--- src/rtl/codec_pkg.sv ---
// Shared types and frame-geometry helpers for the codec frame scheduler.
package codec_pkg;

    typedef enum logic {
        IDLE = 1'b0,
        RUN  = 1'b1
    } state_t;

    localparam int DEF_CLK_DIV  = 8;
    localparam int DEF_SAMPLE_W = 16;
    localparam int DEF_SLOT_W   = 32;

    // BCLK periods in one full stereo frame
    function automatic int frame_bclks(input int slot_w);
        return 2 * slot_w;
    endfunction

    // True for bit slots that carry sample data (left 1..sample_w, right slot_w+1..slot_w+sample_w)
    function automatic logic is_data_bit(input int bit_idx, input int sample_w, input int slot_w);
        return ((bit_idx >= 1) && (bit_idx <= sample_w)) ||
               ((bit_idx >= slot_w + 1) && (bit_idx <= slot_w + sample_w));
    endfunction

endpackage

--- src/rtl/codec_frame_scheduler_bclk_divider.sv ---
// BCLK generator: divides clk by 2*CLK_DIV and flags the rising/falling BCLK edges.
module bclk_divider #(
    parameter int CLK_DIV = 8
) (
    input  logic clk,
    input  logic rst,
    input  logic clear,
    input  logic run,
    output logic bclk,
    output logic rise,
    output logic fall
);

    localparam int DIV_W = (CLK_DIV > 2) ? $clog2(CLK_DIV) : 1;

    logic [DIV_W-1:0] div_cnt;
    logic             wrap;

    assign wrap = (div_cnt == DIV_W'(CLK_DIV - 1));
    // Strobes are not gated by clear so the frame-end fall is still reported on the stop edge
    assign rise = run && wrap && !bclk;
    assign fall = run && wrap && bclk;

    // Half-period counter and BCLK toggle; clear parks BCLK low with the count at zero
    always_ff @(posedge clk) begin
        if (rst || clear) begin
            div_cnt <= '0;
            bclk    <= 1'b0;
        end else if (run) begin
            if (wrap) begin
                div_cnt <= '0;
                bclk    <= ~bclk;
            end else begin
                div_cnt <= div_cnt + DIV_W'(1);
            end
        end
    end

endmodule

--- src/rtl/codec_frame_scheduler.sv ---
// Master-mode I2S frame controller: generates BCLK/LRCK, serialises playback, deserialises capture.
//
// state | meaning
// IDLE  | pins parked low, divider cleared, waiting for en
// RUN   | frames running back to back; en checked only at frame end
module codec_frame_scheduler
    import codec_pkg::*;
#(
    parameter int CLK_DIV  = DEF_CLK_DIV,
    parameter int SAMPLE_W = DEF_SAMPLE_W,
    parameter int SLOT_W   = DEF_SLOT_W
) (
    input  logic                  clk,
    input  logic                  rst,
    input  logic                  en,
    input  logic [2*SAMPLE_W-1:0] tx_data,
    input  logic                  tx_valid,
    output logic                  tx_ready,
    output logic [2*SAMPLE_W-1:0] rx_data,
    output logic                  rx_valid,
    output logic                  underrun,
    output logic                  frame_active,
    output logic                  bclk,
    output logic                  daclrck,
    output logic                  adclrck,
    output logic                  dacdat,
    input  logic                  adcdat
);

    localparam int FRAME_LEN = frame_bclks(SLOT_W);
    localparam int BIT_W     = $clog2(FRAME_LEN);
    localparam int WORD_W    = 2 * SAMPLE_W;

    state_t            state, state_next;
    logic              load, div_clear, rise, fall, frame_end, tx_take;
    logic [BIT_W-1:0]  bit_cnt, bit_cnt_nxt;
    logic              hold_full;
    logic [WORD_W-1:0] hold_data, last_sample, tx_shift, load_word;
    logic [WORD_W-2:0] rx_shift;
    logic              lrck_q, dat_q;

    bclk_divider #(.CLK_DIV(CLK_DIV)) u_bclk_divider (
        .clk   (clk),
        .rst   (rst),
        .clear (div_clear),
        .run   (state == RUN),
        .bclk  (bclk),
        .rise  (rise),
        .fall  (fall)
    );

    assign bit_cnt_nxt  = (bit_cnt == BIT_W'(FRAME_LEN - 1)) ? '0 : bit_cnt + BIT_W'(1);
    assign frame_end    = fall && (bit_cnt == BIT_W'(FRAME_LEN - 1));
    assign tx_ready     = !hold_full;
    assign tx_take      = tx_valid && !hold_full;
    assign load_word    = hold_full ? hold_data : last_sample;
    assign frame_active = (state != IDLE);
    assign daclrck      = lrck_q;
    assign adclrck      = lrck_q;
    assign dacdat       = dat_q;

    // State register
    always_ff @(posedge clk) begin
        if (rst) state <= IDLE;
        else     state <= state_next;
    end

    // Next state, frame load request and divider clear
    always_comb begin
        state_next = state;
        load       = 1'b0;
        div_clear  = 1'b0;
        case (state)
            IDLE: begin
                div_clear = 1'b1;
                if (en) begin
                    state_next = RUN;
                    load       = 1'b1;
                end
            end
            RUN: begin
                if (frame_end) begin
                    if (en) begin
                        load = 1'b1;
                    end else begin
                        state_next = IDLE;
                        div_clear  = 1'b1;
                    end
                end
            end
            default: state_next = IDLE;
        endcase
    end

    // TX holding register, bit counter, serialiser and deserialiser
    always_ff @(posedge clk) begin
        if (rst) begin
            hold_full   <= 1'b0;
            hold_data   <= '0;
            last_sample <= '0;
            tx_shift    <= '0;
            rx_shift    <= '0;
            rx_data     <= '0;
            rx_valid    <= 1'b0;
            underrun    <= 1'b0;
            bit_cnt     <= '0;
            lrck_q      <= 1'b0;
            dat_q       <= 1'b0;
        end else begin
            underrun <= 1'b0;
            rx_valid <= 1'b0;

            // A same-cycle handshake lands after the load has already judged the register empty
            if (tx_take) begin
                hold_full <= 1'b1;
                hold_data <= tx_data;
            end else if (load && hold_full) begin
                hold_full <= 1'b0;
            end

            if (load) begin
                bit_cnt     <= '0;
                lrck_q      <= 1'b0;
                dat_q       <= 1'b0;
                tx_shift    <= load_word;
                last_sample <= load_word;
                underrun    <= !hold_full;
            end else if (state_next == IDLE) begin
                bit_cnt <= '0;
                lrck_q  <= 1'b0;
                dat_q   <= 1'b0;
            end else if (fall) begin
                bit_cnt <= bit_cnt_nxt;
                lrck_q  <= (bit_cnt_nxt >= BIT_W'(SLOT_W));
                if (is_data_bit(int'(bit_cnt_nxt), SAMPLE_W, SLOT_W)) begin
                    dat_q    <= tx_shift[WORD_W-1];
                    tx_shift <= {tx_shift[WORD_W-2:0], 1'b0};
                end else begin
                    dat_q <= 1'b0;
                end
            end

            if (rise && is_data_bit(int'(bit_cnt), SAMPLE_W, SLOT_W)) begin
                rx_shift <= {rx_shift[WORD_W-3:0], adcdat};
                if (bit_cnt == BIT_W'(SLOT_W + SAMPLE_W)) begin
                    rx_data  <= {rx_shift, adcdat};
                    rx_valid <= 1'b1;
                end
            end
        end
    end

endmodule

--- config.mk ---
export PLATFORM = sky130hd
export DESIGN_NAME = codec_frame_scheduler
export DESIGN_NICKNAME = d
export VERILOG_FILES = /design/src/rtl/codec_pkg.sv /design/src/rtl/codec_frame_scheduler_bclk_divider.sv /design/src/rtl/codec_frame_scheduler.sv
export SDC_FILE = /design/constraint.sdc
export NUM_CORES = 1
export LEC_CHECK = 0
export CORE_MARGIN = 4
export CORE_UTILIZATION = 35
export CTS_CLUSTER_DIAMETER = 50
export CTS_CLUSTER_SIZE = 30
export DETAILED_ROUTE_END_ITERATION = 16
export GPL_TIMING_DRIVEN = 0
export HOLD_SLACK_MARGIN = 0.03
export PLACE_DENSITY_LB_ADDON = 0.25
export SYNTH_ARGS = -nofsm -noshare
export SYNTH_HDL_FRONTEND = slang
export SYNTH_SLANG_ARGS = --single-unit
--- constraint.sdc ---
create_clock -name clk -period 3 [get_ports clk]
set_input_delay 0.3 -clock clk [delete_from_list [all_inputs] [get_ports clk]]
set_output_delay 0.3 -clock clk [all_outputs]
set_load 0.01 [all_outputs]
* Word-level counts from Yosys, hierarchy flattened
Index checks and enable logic that the tools add are counted.
** Word-level totals
- Flip-flop bits (word level) :: 175
- Bits of input ports :: 37
- Output and inout port bits :: 40
- Logic and storage cells :: 78
** Cells by class
- Add/sub/neg operators :: 2
- $lt $le $gt $ge :: 9
- Eq/ne operators :: 3
- Multiplexer cells :: 19
- Bitwise logic cells :: 5
- Reductions and logical operators :: 26
** Operators by type and width (count)
- $mux 32 :: 5
- $ge 6x6->1 const B :: 3
- $eq 6x6->1 const B :: 2
- $ge 6x1->1 const B :: 2
- $le 6x5->1 const B :: 2
- $le 6x6->1 const B :: 2
- $logic_and 1x1->1 :: 11
- $mux 1 :: 9
- $reduce_bool 2->1 :: 4
- $add 6x1->6 const B :: 1
- $mux 6 :: 1
- $pmux 1 s2 :: 3
- $not 1->1 :: 5
- $reduce_and 2->1 :: 2
- $reduce_or 2->1 :: 2
- $add 3x1->3 const B :: 1
- $eq 3x3->1 const B :: 1
- $logic_or 1x1->1 :: 3
- $mux 3 :: 1
- $reduce_and 3->1 :: 1
- $reduce_or 3->1 :: 1
- $logic_not 1->1 :: 2

* Longest topological paths before layout
- Word-level depth :: 9
- Mapped depth :: 10
- Gate-level depth less buffers :: 8

* Hierarchy
Synthesis repeated with hierarchy kept, for this count alone.
** Second synthesis, totals
- Cell total of the unflattened synthesis :: 849
- Area, all modules :: 7452.1 sq um
** Modules (own cells, without submodules)
- codec_frame_scheduler :: instances 1, cells each 828, area each 7244.4 sq um, seq. area each 3423.3 sq um
- bclk_divider :: instances 1, cells each 21, area each 207.7 sq um, seq. area each 80.1 sq um

* Worst setup path after synthesis
No wires, ideal clock.
- Path type :: reg-to-reg
- From :: register bit_cnt[0]
- To :: register tx_shift[30]
- Setup time :: 0.122 ns
- Data arrival time :: 1.922 ns
- Required time :: 2.878 ns
- Slack :: 0.957 ns
- Cell stages (with the launch flop) :: 10
- Buffers on the path :: 2
- Clock period less this slack :: 2.043 ns
- Path through :: dfxtp_1 > ha_1 > nand3_2 > o31ai_2 > and2_2 > buf_6 > buf_6 > nand2_2 > and3_1 > a221o_1
** On the way
- Cells in the longest elaborated chain, start to end :: 7
- Elaborated cells on any way between the ends :: 20
- Classes of those cells :: add/sub (1); order compare (4); eq/ne (1); mux (6); reduce/logical (8)
** Ends and longest elaborated chain
- start: declaration :: line codec_frame_scheduler.sv:36 : logic [BIT_W-1:0] bit_cnt, bit_cnt_nxt;
- start signal: assignment :: line codec_frame_scheduler.sv:133 : bit_cnt <= bit_cnt_nxt;
- $add 6x1->6 or $eq 6x6->1 (tied branches) :: line codec_frame_scheduler.sv:52, codec_frame_scheduler.sv:53
- $mux 6 :: line codec_frame_scheduler.sv:52 : assign bit_cnt_nxt = (bit_cnt == BIT_W'(FRAME_LEN - 1)) ? '0 : bit_cnt + BIT_W'(1);
- $ge 6x1->1 (tied with other cells) :: line codec_pkg.sv:20 : return ((bit_idx >= 1) && (bit_idx <= sample_w)) ||
- $logic_and 1x1->1, on equally long branches :: line codec_pkg.sv:20, codec_pkg.sv:21
- $logic_or 1x1->1 :: line codec_pkg.sv:20
- $reduce_bool 2->1 (no line)
- $reduce_and 3->1 (no line)
- end signal: assignment :: line codec_frame_scheduler.sv:125 : tx_shift <= load_word;
- end signal: assignment :: line codec_frame_scheduler.sv:137 : tx_shift <= {tx_shift[WORD_W-2:0], 1'b0};
- end: declaration :: line codec_frame_scheduler.sv:38 : logic [WORD_W-1:0] hold_data, last_sample, tx_shift, load_word;
Several ways; a longest one is shown, not always the timed one.
A chain may end at the register's enable or synchronous reset.

* Worst setup path after layout
- From :: register bit_cnt[0]
- To :: register last_sample[14]
** On the way
- Cells in the longest elaborated chain, start to end :: 4
** Ends and longest elaborated chain
- $eq 6x6->1 :: line codec_frame_scheduler.sv:53 : assign frame_end = fall && (bit_cnt == BIT_W'(FRAME_LEN - 1));
- $logic_and 1x1->1 :: line codec_frame_scheduler.sv:53
- $mux 1 :: line codec_frame_scheduler.sv:82 : if (frame_end) begin
- $pmux 1 s2 :: line codec_frame_scheduler.sv:73 : case (state)
- end signal: assignment :: line codec_frame_scheduler.sv:126 : last_sample <= load_word;
- end: declaration :: line codec_frame_scheduler.sv:38
No other way between the ends.

==> run_results.csv <==
group,metric,value,unit
status,status,"finished, final reports clean",
placed_design,gp_congestion,0.802,
floorplanning,row_count,51,
grt,overflow,0,
sta,slew_violations,0,
yosys,synth_area,7100,um^2
power_and_ir_drop,power.density,604,nW/um^2
worst_setup_path,reg2reg_depth,9,
yosys,synth_edf_count,0,
cts,post-cts-setup-buffer-count,0,
worst_setup_path,path_delay_family,"buffers and inverters",
yosys,synth_top_area_cell,"dfxtp_1",
worst_setup_path,startpoint_type,"register",
worst_setup_path,worstPathRequired,3.36,ns
power_and_ir_drop,switching_share,24.0,%
cts,cts-hold-fix-buffers,0,
cts,cts_root_buffer,"clkbuf_16",
yosys,async_flop_share,0,%
sta,tightest_slew,0.786,ns
routing,ant_nets,0,
placed_design,dp_hpwl,11900,um
cts,cts_max_path_buffers,2,
worst_setup_path,max_stage_delay,0.42,ns
sta,hold_viol_final,0,
yosys,yosysWarnings,0,
grt,grt_pass1_wl,28700,um
sta,whs,0.409,ns
cts,tritoncts,"yes",
power_and_ir_drop,p_switching,1.28,mW
floorplanning,die_area,22600,um^2
yosys,yosysSeqAreaShare,49.3,%
power_and_ir_drop,p_int,4.05,mW
sta,min_period,2.53,ns
sta,fin_worst_skew,0.00921,ns
sta,timing.slew.headroom,47.6,%
worst_setup_path,critical_path_class,"register to register",
cells_and_area,area_growth,24.3,%
power_and_ir_drop,fin_total_pwr,5.33,mW
worst_setup_path,worstPathArrival,2.89,ns
yosys,ys_top_cells_by_area,"dfxtp_1, nand2_1, a21oi_1",
placed_design,port-buffer-count,75,
routing,drc,0,
cts,cts_resized,0,
floorplanning,fp.dieW,150,um
sta,setup_viol,0,
power_and_ir_drop,static-leakage-power,3.33,nW
cells_and_area,nNetsFinal,1011,
min_path,min_from,"tx_data[7]",
cts,clock_latency,0.43,ns
worst_setup_path,end_kind,"register",
worst_setup_path,rrSetupSlack,0.47,ns
power_and_ir_drop,seq_power_share,46.6,%
sta,fin_crit_sh,84.4,%
worst_setup_path,path_max_fanout,10,
routing,wl_per_cell,13.9,um
cts,cts.sinks,175,
routing,num_vias,6084,
floorplanning,pin_count,77,
cts,htree_levels,4,
yosys,synth_top_area_share,49.3,%
grt,grt_pass1_vias,5766,
yosys,syn_inst,873,
power_and_ir_drop,ir_worst_vdd,0.364,mV
min_path,hold_end,"hold_data[7]$_SDFFE_PP0P_",
sta,fmax,0.395,GHz
cts,path_clk_slew,0.07,ns
power_and_ir_drop,combPwrFrac,8.2,%
yosys,ys_ff_latch,175,
yosys,syn_avg_cell_area,8.13,um^2
worst_setup_path,r2r-start,"bit_cnt[0]$_SDFFE_PP0P_",
yosys,ys_types,45,
routing,vias_per_cell,4.89,
routing,firstDrtPassIters,4,
worst_setup_path,crit_top_cell,"buf_6",
routing,routed_wl,17300,um
sta,finalSetupTns,0,ns
yosys,synth_nets,917,
worst_setup_path,crit_buf_inv,3,
worst_setup_path,critPathSlowestCell,"dfxtp_1",
grt,grt_antenna_before_repair,0,
power_and_ir_drop,pwr-share-clk,45.2,%
run,drv_cap,0,
grt,grt_max_degree,17,
grt,grt_use_total,15.7,%
min_path,hp-class,"input port to register",
cells_and_area,diodes,0,
cells_and_area,drive_gt1_share,6.02,%
worst_setup_path,reg2reg_to,"last_sample[14]$_SDFFE_PP0P_",
routing,drt_iter0_markers,425,
worst_setup_path,cp_cell_sequence,"ha_1 -> nand3_2 -> o31ai_2 -> and2_2 -> buf_6 -> buf_6 -> clkbuf_1 -> o21ai_0 -> nor2_1",
cts,cts_buffers,17,
sta,grt_setup_unrepaired,"false",
yosys,synth-main-ff-cell,"dfxtp_1",
floorplanning,die_h,150,um
min_path,holdPathStages,3,
floorplanning,core_area,19700,um^2
floorplanning,initial_utilization,36.0,%
metrics by stage:
step | cells | util [%] | area [um^2] | setup WS, ns
global placement | 1213 | 41.5 | 8180 | 0.500
CTS | 1245 | 44.7 | 8820 | 0.456
finish | 1245 | 44.7 | 8820 | 0.469
global route | 1245 | 44.7 | 8820 | 0.264
floorplan | 873 | - | 7100 | 0.957
detailed placement | 1213 | 41.5 | 8180 | 0.485
registers in the layout, indices dropped and copies added (netlist names), 3 cells and up:
signal	cells
rx_shift	31
bit_cnt	6
hold_data	32
last_sample	32
u_bclk_divider.div_cnt	3
rx_data	32
tx_shift	32
power groups by stage:
stage,logic [mW],registers (mW),clock network (mW)
global placement,0.430,2.53,0
detailed placement,0.437,2.53,0
floorplan,0.294,2.52,0
global route,0.491,2.49,2.54
CTS,0.439,2.48,2.45
finish,0.436,2.48,2.41
cell usage in the layout (no fill, tap or decap), drive strengths merged, types with 3 or more instances in the layout:
cell,n
o21ai,37
or3,4
ha,7
buf,19
nand3,4
inv,12
dfxtp,175
o22ai,3
xor2,3
clkdlybuf4s50,75
a21oi,105
clkinv,3
a221o,31
mux2i,33
and3,34
nand2,241
clkbuf,63
nor2,101
bufinv,4
nor3,3
routing by layer:
| layer | track usage (%) | vias to the layer above | share of wire [%] |
|---|---|---|---|
| met5 | 0 | - | 0 |
| met4 | 4.16 | 0 | 0.90 |
| met3 | 3.70 | 14 | 3.6 |
| met2 | 24.2 | 93 | 45 |
| met1 | 22.2 | 2839 | 51 |
| li1 | - | 3138 | - |
how the worst max path moves through the flow:
| stage | start | endpoint | slack [ns] | cells after the start |
|---|---|---|---|---|
| after floorplan | bit_cnt[0]$_SDFFE_PP0P_ | tx_shift[30]$_SDFFE_PP0P_ | 0.96 | 9 |
| after global placement | bit_cnt[0]$_SDFFE_PP0P_ | last_sample[11]$_SDFFE_PP0P_ | 0.50 | 9 |
| after detailed placement | bit_cnt[0]$_SDFFE_PP0P_ | last_sample[11]$_SDFFE_PP0P_ | 0.48 | 9 |
| after CTS | bit_cnt[0]$_SDFFE_PP0P_ | last_sample[14]$_SDFFE_PP0P_ | 0.46 | 9 |
| after global routing | bit_cnt[0]$_SDFFE_PP0P_ | last_sample[14]$_SDFFE_PP0P_ | 0.26 | 9 |
| final | bit_cnt[0]$_SDFFE_PP0P_ | last_sample[14]$_SDFFE_PP0P_ | 0.47 | 9 |
cell usage after synthesis, types with 2 or more instances:
| cell | n |
|---|---|
| nand3_2 | 2 |
| o211a_1 | 2 |
| dfxtp_1 | 175 |
| o21ai_0 | 36 |
| o22ai_1 | 2 |
| ha_1 | 7 |
| nand3_1 | 2 |
| a221o_1 | 31 |
| nor2_1 | 100 |
| buf_4 | 3 |
| buf_6 | 6 |
| or3_1 | 3 |
| inv_1 | 7 |
| mux2i_1 | 33 |
| and3_1 | 34 |
| xor2_1 | 3 |
| nor3_1 | 3 |
| buf_2 | 9 |
| nand2_1 | 240 |
| a21oi_1 | 105 |
| nor4_1 | 2 |
| clkbuf_1 | 44 |
| nand3b_1 | 2 |
area by class of cell:
type,instances,area (um^2)
clock buffer,19,443
timing repair buffer,75,751
inverter,7,26.3
multi-input combinational,628,3270
clock inverter,13,198
buffer,63,304
sequential,175,3500
fill,1921,10900
tap,265,332
cells by family after synthesis:
| family | Yosys count | share of synthesized area [%] |
|---|---|---|
| AND/OR/NAND/NOR | 397 | 23.2 |
| buffers and inverters | 70 | 4.65 |
| adder cells (fa/ha/maj) | 7 | 1.23 |
| XOR/XNOR | 4 | 0.494 |
| multiplexers | 33 | 4.65 |
| AO/OA/AOI/OAI | 187 | 16.5 |
| flip-flops | 175 | 49.3 |
worst min-delay path, delay by kind of cell:
family / cells / cell delay [ns]
AO/OA/AOI/OAI: 1 / 0.05
buffers and inverters: 1 / 0.39
AND/OR/NAND/NOR: 1 / 0.05
(Power assumes the default switching activity.)
